--- src/rtl/env_pkg.sv ---
// Constants shared by the ADSR envelope generator and the envelope-controlled amplifier.
package env_pkg;

    localparam int                 ENV_FRAC_BITS = 14;
    localparam logic        [15:0] ENV_ONE       = 16'h4000;
    localparam logic signed [15:0] SAMPLE_MAX    = 16'sh7FFF;
    localparam logic signed [15:0] SAMPLE_MIN    = 16'sh8000;
    localparam int                 ROUND_BIAS    = 1 << (ENV_FRAC_BITS - 1);

    // Q1.15 sample times zero-extended Q2.14 gain.
    typedef logic signed [32:0] product_t;

endpackage

--- src/rtl/env_sat_round.sv ---
// Rounds a Q1.15 x Q2.14 product back to Q1.15 (half toward +inf) and saturates to 16 bits.
module env_sat_round
    import env_pkg::*;
(
    input  product_t           product,
    output logic signed [15:0] sample
);

    product_t biased;
    product_t shifted;

    // NOTE: every output of this block is assigned on every path, so no latch can be inferred.
    always_comb begin
        biased  = product + product_t'(ROUND_BIAS);
        shifted = biased >>> ENV_FRAC_BITS;
        if (shifted > product_t'(SAMPLE_MAX)) begin
            sample = SAMPLE_MAX;
        end else if (shifted < product_t'(SAMPLE_MIN)) begin
            sample = SAMPLE_MIN;
        end else begin
            sample = shifted[15:0];
        end
    end

endmodule

--- src/rtl/env_vca.sv ---
// Envelope-controlled amplifier: sample x Q2.14 envelope through a two-stage valid/ready pipe.
// Define VCA_ZERO_CROSS_EN to defer gain updates to zero crossings, bounded by ZC_TIMEOUT.
module env_vca
    import env_pkg::*;
#(
    parameter int ZC_TIMEOUT = 256
) (
    input  logic        i_clk,
    input  logic        i_reset,
    input  logic [15:0] i_env,
    input  logic [15:0] i_sample,
    input  logic        i_valid,
    output logic        o_ready,
    output logic [15:0] o_sample,
    output logic        o_valid,
    input  logic        i_ready
);

    if (ZC_TIMEOUT < 1 || ZC_TIMEOUT > 65535) begin : g_bad_timeout
        $error("env_vca: ZC_TIMEOUT must be in 1..65535");
    end

    logic               accept;
    logic               en;
    logic               gain_load;
    logic        [15:0] gain_q;
    logic        [15:0] gain_eff;
    logic               v1;
    logic               v2;
    product_t           product;
    product_t           p1;
    logic signed [15:0] rounded;

    assign o_ready = ~v2 | i_ready;
    assign en      = o_ready;
    assign accept  = i_valid & o_ready;
    assign o_valid = v2;

`ifdef VCA_ZERO_CROSS_EN
    localparam logic [15:0] ZC_LAST = 16'(ZC_TIMEOUT - 1);

    logic [15:0] zc_cnt;
    logic        first_q;
    logic        prev_neg;

    assign gain_load = accept & (first_q
                              | (i_sample == 16'h0000)
                              | (i_sample[15] != prev_neg)
                              | (zc_cnt == ZC_LAST));

    always_ff @(posedge i_clk) begin
        if (i_reset) begin
            zc_cnt   <= '0;
            first_q  <= 1'b1;
            prev_neg <= 1'b0;
        end else if (accept) begin
            prev_neg <= i_sample[15];
            if (gain_load) begin
                zc_cnt  <= '0;
                first_q <= 1'b0;
            end else begin
                zc_cnt  <= zc_cnt + 16'd1;
            end
        end
    end
`else
    assign gain_load = accept;
`endif

    // The sample being accepted is scaled by the gain it updates, not the stale one.
    assign gain_eff = gain_load ? i_env : gain_q;
    assign product  = product_t'($signed(i_sample)) * product_t'($signed({1'b0, gain_eff}));

    // NOTE: state uses non-blocking assignments so every register samples pre-edge values.
    always_ff @(posedge i_clk) begin
        if (i_reset) begin
            // NOTE: datapath registers are reset too, so o_sample reads 0 after reset.
            gain_q   <= '0;
            v1       <= 1'b0;
            v2       <= 1'b0;
            p1       <= '0;
            o_sample <= '0;
        end else begin
            if (gain_load) begin
                gain_q <= i_env;
            end
            if (en) begin
                v1 <= accept;
                v2 <= v1;
                if (accept) begin
                    p1 <= product;
                end
                if (v1) begin
                    o_sample <= rounded;
                end
            end
        end
    end

    env_sat_round u_sat_round (
        .product (p1),
        .sample  (rounded)
    );

endmodule
--- config.mk ---
export PLATFORM = sky130hd
export DESIGN_NAME = env_vca
export DESIGN_NICKNAME = d
export VERILOG_FILES = /design/src/rtl/env_pkg.sv /design/src/rtl/env_sat_round.sv /design/src/rtl/env_vca.sv
export SDC_FILE = /design/constraint.sdc
export NUM_CORES = 1
export LEC_CHECK = 0
export CAP_MARGIN = 20
export CORE_UTILIZATION = 54
export DETAILED_ROUTE_END_ITERATION = 8
export PLACE_DENSITY_LB_ADDON = 0.1
export RECOVER_POWER = 100
export SYNTH_ARGS = -nofsm -noshare
export SYNTH_HDL_FRONTEND = slang
export SYNTH_SLANG_ARGS = --single-unit
--- constraint.sdc ---
create_clock -name i_clk -period 21.3 [get_ports i_clk]
set_input_delay 5.325 -clock i_clk [delete_from_list [all_inputs] [get_ports i_clk]]
set_output_delay 5.325 -clock i_clk [all_outputs]
set_load 0.01 [all_outputs]
==> results of run 1 <==
## sequential cells by signal, indices dropped and copies added, names as in the netlist
name      flops
p1           20
o_sample     16
o_valid       1
gain_q       16
v1            1
## layer usage
| layer | routed length (µm) | share of wire [%] | global-route usage (%) |
|---|---|---|---|
| met5 | 0 | 0 | 0 |
| met4 | 724 | 2.7 | 7.74 |
| met3 | 909 | 3.4 | 1.89 |
| met2 | 13100 | 49 | 45.8 |
| met1 | 11800 | 44 | 36.6 |
## power by group through the flow
| stage | Combinational [mW] | Clock, mW | Sequential (mW) |
|---|---|---|---|
| after CTS | 1.36 | 0.0873 | 0.137 |
| after global routing | 1.52 | 0.0926 | 0.140 |
| after global placement | 1.34 | 0 | 0.140 |
| after detailed placement | 1.35 | 0 | 0.140 |
| final | 1.34 | 0.0853 | 0.138 |
| after floorplan | 1.05 | 0 | 0.136 |
## layout by cell type (no fill, tap or decap), drive strengths merged, types with 3 or more instances in the layout
cell	n
inv	250
nor2b	14
a31oi	8
xnor2	17
o21ai	28
a21o	12
a211oi	4
fa	193
and4	6
dfxtp	54
nand3	15
dlygate4sd3	20
nor2	51
a22o	7
mux2i	8
o21bai	3
and3	3
a21oi	38
clkbuf	7
nand2b	4
ha	120
o211ai	19
buf	4
nor3	9
nand2	217
clkdlybuf4s50	33
o21a	3
and2	117
xor2	17
nor4	6
nand4	10
## stage by stage
step	power [mW]	utilization (%)	instances
after floorplan	1.18	-	1299
after global routing	1.76	59.0	1584
final	1.56	59.0	1584
after global placement	1.48	58.4	1576
after CTS	1.58	59.2	1584
after detailed placement	1.49	58.4	1576
## layout make-up
type,instances,area (µm²)
multi-input combinational,944,8830
fill,1909,8260
sequential,54,1080
inverter,249,935
timing repair buffer,59,568
tap,270,338
clock buffer,5,125
clock inverter,3,28.8
## worst max-delay path, delay by kind of cell
| family | cells | cell delay [ps] |
|---|---|---|
| AO/OA/AOI/OAI | 5 | 1150 |
| buffers and inverters | 6 | 1680 |
| adder cells (fa/ha/maj) | 7 | 3410 |
| AND/OR/NAND/NOR | 8 | 2140 |
## cell families (layout without fill, tap and decap cells)
kind of cell	Yosys count	after routing	synth area share, %
simple gates	456	456	20.0
flops	54	54	9.76
mux	8	8	0.723
xor+xnor	34	34	2.69
fa+ha+maj	313	313	48.4
compound gates	133	133	8.04
buf+inv	301	316	10.3
## synthesized netlist by cell type (all sizes together)
library cell,instances
a211o,2
a211oi,4
a21boi,1
a21o,12
a21oi,38
a22o,7
a31oi,8
a32o,2
a41o,1
and2,117
and3,3
and4,6
buf,6
clkbuf,46
dfxtp,54
fa,193
ha,120
inv,249
mux2i,8
nand2,217
nand2b,4
nand3,15
nand3b,2
nand4,10
nor2,51
nor2b,14
nor3,9
nor4,6
o2111ai,2
o211ai,19
o21a,3
o21ai,28
o21bai,3
o22a,1
o31ai,2
or3,2
xnor2,17
xor2,17
## worst paths after layout
kind	from	to	slack, ps	cells past startpoint
worst max-delay path	i_ready	p1[30]	7770	26
worst min-delay path	o_sample[15]	o_sample[15]	460	2
worst max register to register	o_valid	p1[30]	13010	25
worst min register to register	o_sample[15]	o_sample[15]	460	2
==> metrics.cfg, run 1 <==
[status]
outcome = complete, but fails checks
violations = max-capacitance violations, max-slew violations

[clock_network]
clk_path_buf_depth = 2
holdBufCountCts = 0
numCtsBuffers = 5
path_clk_slew_ps = 80
cts-root-buf = clkbuf_16
worstSkewPairLatency_ps = 300
htreeDepth = 2
cts_resized = 0
clkSinkCount = 54
cts_setup_buffers = 0
cts_tree = done

[timing]
setup_slack_ps = 7770
skew_ps = 11.5
tightest_slew_ps = 1820
timing.final.crit_share_pct = 63.5
report.final.slew_viol_count = 40
setup_violations = 0
slew_headroom_pct = -21.1
hold_viol_final = 0
max_freq_mhz = 73.9
hold_slack_ps = 462
tns_ps = 0
finalCriticalPeriod_ps = 13530
rsz0062_at_grt = false

[yosys]
avgSynthCellArea_um2 = 8.53
syn_inst = 1299
synth-seq-cells = 54
synth_top_cell_by_area = fa_1
ys_seq_area_share_pct = 9.76
syn-num-nets = 1648
synth_cell_types = 55
synth_top_area_share_pct = 34.9
netlist_area_mm2 = 0.0111
synth.area.top_cells = fa_1, ha_1, dfxtp_1
yosysWarnings = 0

[die]
fp.dieW_um = 145
fp.dieH_um = 145
rows = 52
die_area_mm2 = 0.0211
core_mm2 = 0.0202
start_util_pct = 54.9
pin_count = 54

[final_layout]
area_delta_synth_final_pct = 7.44
n_antenna_cell = 0
design_area_mm2 = 0.0119
drive_above_1_share_pct = 1.67
finalNetCount = 1662

[route]
wl_per_cell_um = 16.7
antenna_left = 0
drt-pass1-iter-count = 5
routed_via_density = 5.37
first_iter_violations = 494
drc = 0
num_vias = 8506
drt_wl_total_um = 26400

[pwr]
p_comb_share_pct = 85.7
peakVddDrop_v = 0.0000999
power.switching_uw = 846
clkPwrFrac_pct = 5.5
switching_share_pct = 54.3
p_leak_nw = 6.05
seq_power_share_pct = 8.8
power_density_mw_per_mm2 = 131
internal-power_uw = 712

[global_route]
overflow = 0
gr-usage-all-layers_pct = 26.8
grt_pass1_wl_um = 44800
grt_pass1_vias = 8780
grt_max_degree = 40
antenna_found_initial = 0

[placed_design]
pre_cts_slack_ps = 8260
dpl_cell_area_mm2 = 0.0118
hpwl_um = 21000
io_buffer_count = 53
gp_congestion = 0.854

[worst_setup_path]
path_common_cell = fa_1
slowest_stage = clkbuf_1
cp-start-kind = input port
crit_path_end_kind = flip-flop
worst-path-max-fanout = 21
cp_data_arrival_time_ps = 13710
required_ps = 21480
critical_path_class = in2reg
cp_slowest_stage_delay_ps = 860

[run]
drv_cap = 1

[hold_path]
hold_class = reg2reg

No activity file was read; power rests on OpenSTA's default activity.
==> inputs of run 2 (changes only) <==
Clock period 21.3 ns to 13.3 ns, I/O delays scaled along.
==> metrics.cfg, run 2 (synthesized netlist as in run 1, its figures left out) <==
[worst_setup_path]
cp_data_arrival_time_ps = 11740
crit_path_end_kind = flip-flop
required_ps = 13490
critical_path_class = in2reg
worst-path-max-fanout = 20
cp-start-kind = input port

[pwr]
peakVddDrop_v = 0.000160
p_leak_nw = 6.06
total_power_mw = 2.51
power_density_mw_per_mm2 = 210

[route]
first_iter_violations = 384
wl_met2_um = 13000
drt-pass1-iter-count = 4
num_vias = 8544
antenna_left = 0
m1WireLength_um = 12000
met3_length_um = 865
highest_layer = met4
drc = 0
drt_wl_total_um = 26600
wl_per_cell_um = 16.8
routed_via_density = 5.39

[global_route]
grt_pass1_wl_um = 45300
grt_pass1_vias = 8914
overflow = 0
gr-usage-all-layers_pct = 27.0
grt_max_degree = 40
antenna_found_initial = 0

[die]
start_util_pct = 54.9
pin_count = 54
fp.dieW_um = 145
rows = 52
core_mm2 = 0.0202
fp.dieH_um = 145
die_area_mm2 = 0.0211

[final_layout]
drive_above_1_share_pct = 1.67
top_register = p1
area_delta_synth_final_pct = 7.66
reg_top3 = p1: 20 flops, gain_q: 16 flops, o_sample: 16 flops
final_common_cell = inv_1
final_cell_mix = inv_1, nand2_1, fa_1, ha_1, and2_1
nFillCells = 1911
finalNetCount = 1662
largest_register_ffs = 20
n_antenna_cell = 0
fin_cells = 1584

[clock_network]
holdBufCountCts = 0
clkSinkCount = 54
cts_tree = done
path_clk_slew_ps = 70
worstSkewPairLatency_ps = 300
clk_path_buf_depth = 2
cts_setup_buffers = 0
cts-root-buf = clkbuf_16
numCtsBuffers = 5
cts_resized = 0
htreeDepth = 2

[placed_design]
dp.cells = 1576
gp_congestion = 0.854
hpwl_um = 21100
io_buffer_count = 53

[timing]
tightest_slew_ps = 1890
timing.final.crit_share_pct = 86.9
hold_viol_final = 0
max_freq_mhz = 86.6
tns_ps = 0
rsz0062_at_grt = false
slew_headroom_pct = -25.9
setup_violations = 0
finalCriticalPeriod_ps = 11550
report.final.slew_viol_count = 40
hold_slack_ps = 459
skew_ps = 6.24

[hold_path]
hold_class = reg2reg

[status]
outcome = complete, but fails checks
violations = max-capacitance violations, max-slew violations

[run]
drv_cap = 1

run 2: cell types whose count changed in the layout (fill, tap and decap cells not counted), sizes merged:
cell	previous run	this run
clkbuf	7	8
bufinv	0	1
clkinv	2	0
run 2: final cells by class:
cell class	instances	area, µm²	area share (%)
Tap cell	270	338	2.83
Timing Repair Buffer	59	568	4.76
Multi-Input combinational cell	944	8830	74.0
Clock buffer	6	139	1.16
Clock inverter	2	38.8	0.325
Inverter	249	935	7.84
Sequential cell	54	1080	9.06
run 2: power by group:
group	internal, mW	switching, mW
clock network	0.0948	0.0629
registers	0.191	0.0300
logic	0.876	1.26
total	1.16	1.35
run 2: worst max-delay path, stage by stage:
cell,delay [ps]
dlygate4sd3_1,530
nor2b_1,60
inv_1,140
and2_0,870
clkbuf_1,550
nand2_1,120
nand2_1,490
nand2_1,170
fa_1,540
fa_1,510
fa_1,520
inv_1,50
fa_1,460
fa_1,540
inv_1,50
fa_1,530
inv_1,40
ha_1,340
and3_1,220
nand4_1,150
a31oi_4,240
o21ai_2,110
a21oi_1,340
o2111ai_1,240
or3_1,360
a32o_1,240
run 2: worst paths after layout:
path	start	end	slack, ps	cells after the start
setup / recovery	i_ready	p1[30]	1750	26
setup reg to reg	o_valid	p1[30]	4910	25
hold / removal	o_sample[15]	o_sample[15]	460	2
hold reg to reg	o_sample[15]	o_sample[15]	460	2
run 2: per-layer routing:
layer | global-route usage [%] | vias up
met1 | 37.3 | 4266
met5 | 0 | -
li1 | - | 4046
met4 | 8.00 | 0
met2 | 45.6 | 187
met3 | 2.01 | 45
run 2: per-stage QoR:
| step | worst slack (ps) | area (µm²) | utilization, % |
|---|---|---|---|
| 6_report | 1750 | 11900 | 59.1 |
| 3_3_place_gp | 2260 | 11800 | 58.4 |
| 5_1_grt | 1060 | 11900 | 59.1 |
| 2_1_floorplan | 3560 | 11100 | - |
| 3_5_place_dp | 2070 | 11800 | 58.4 |
| 4_1_cts | 2350 | 12000 | 59.3 |
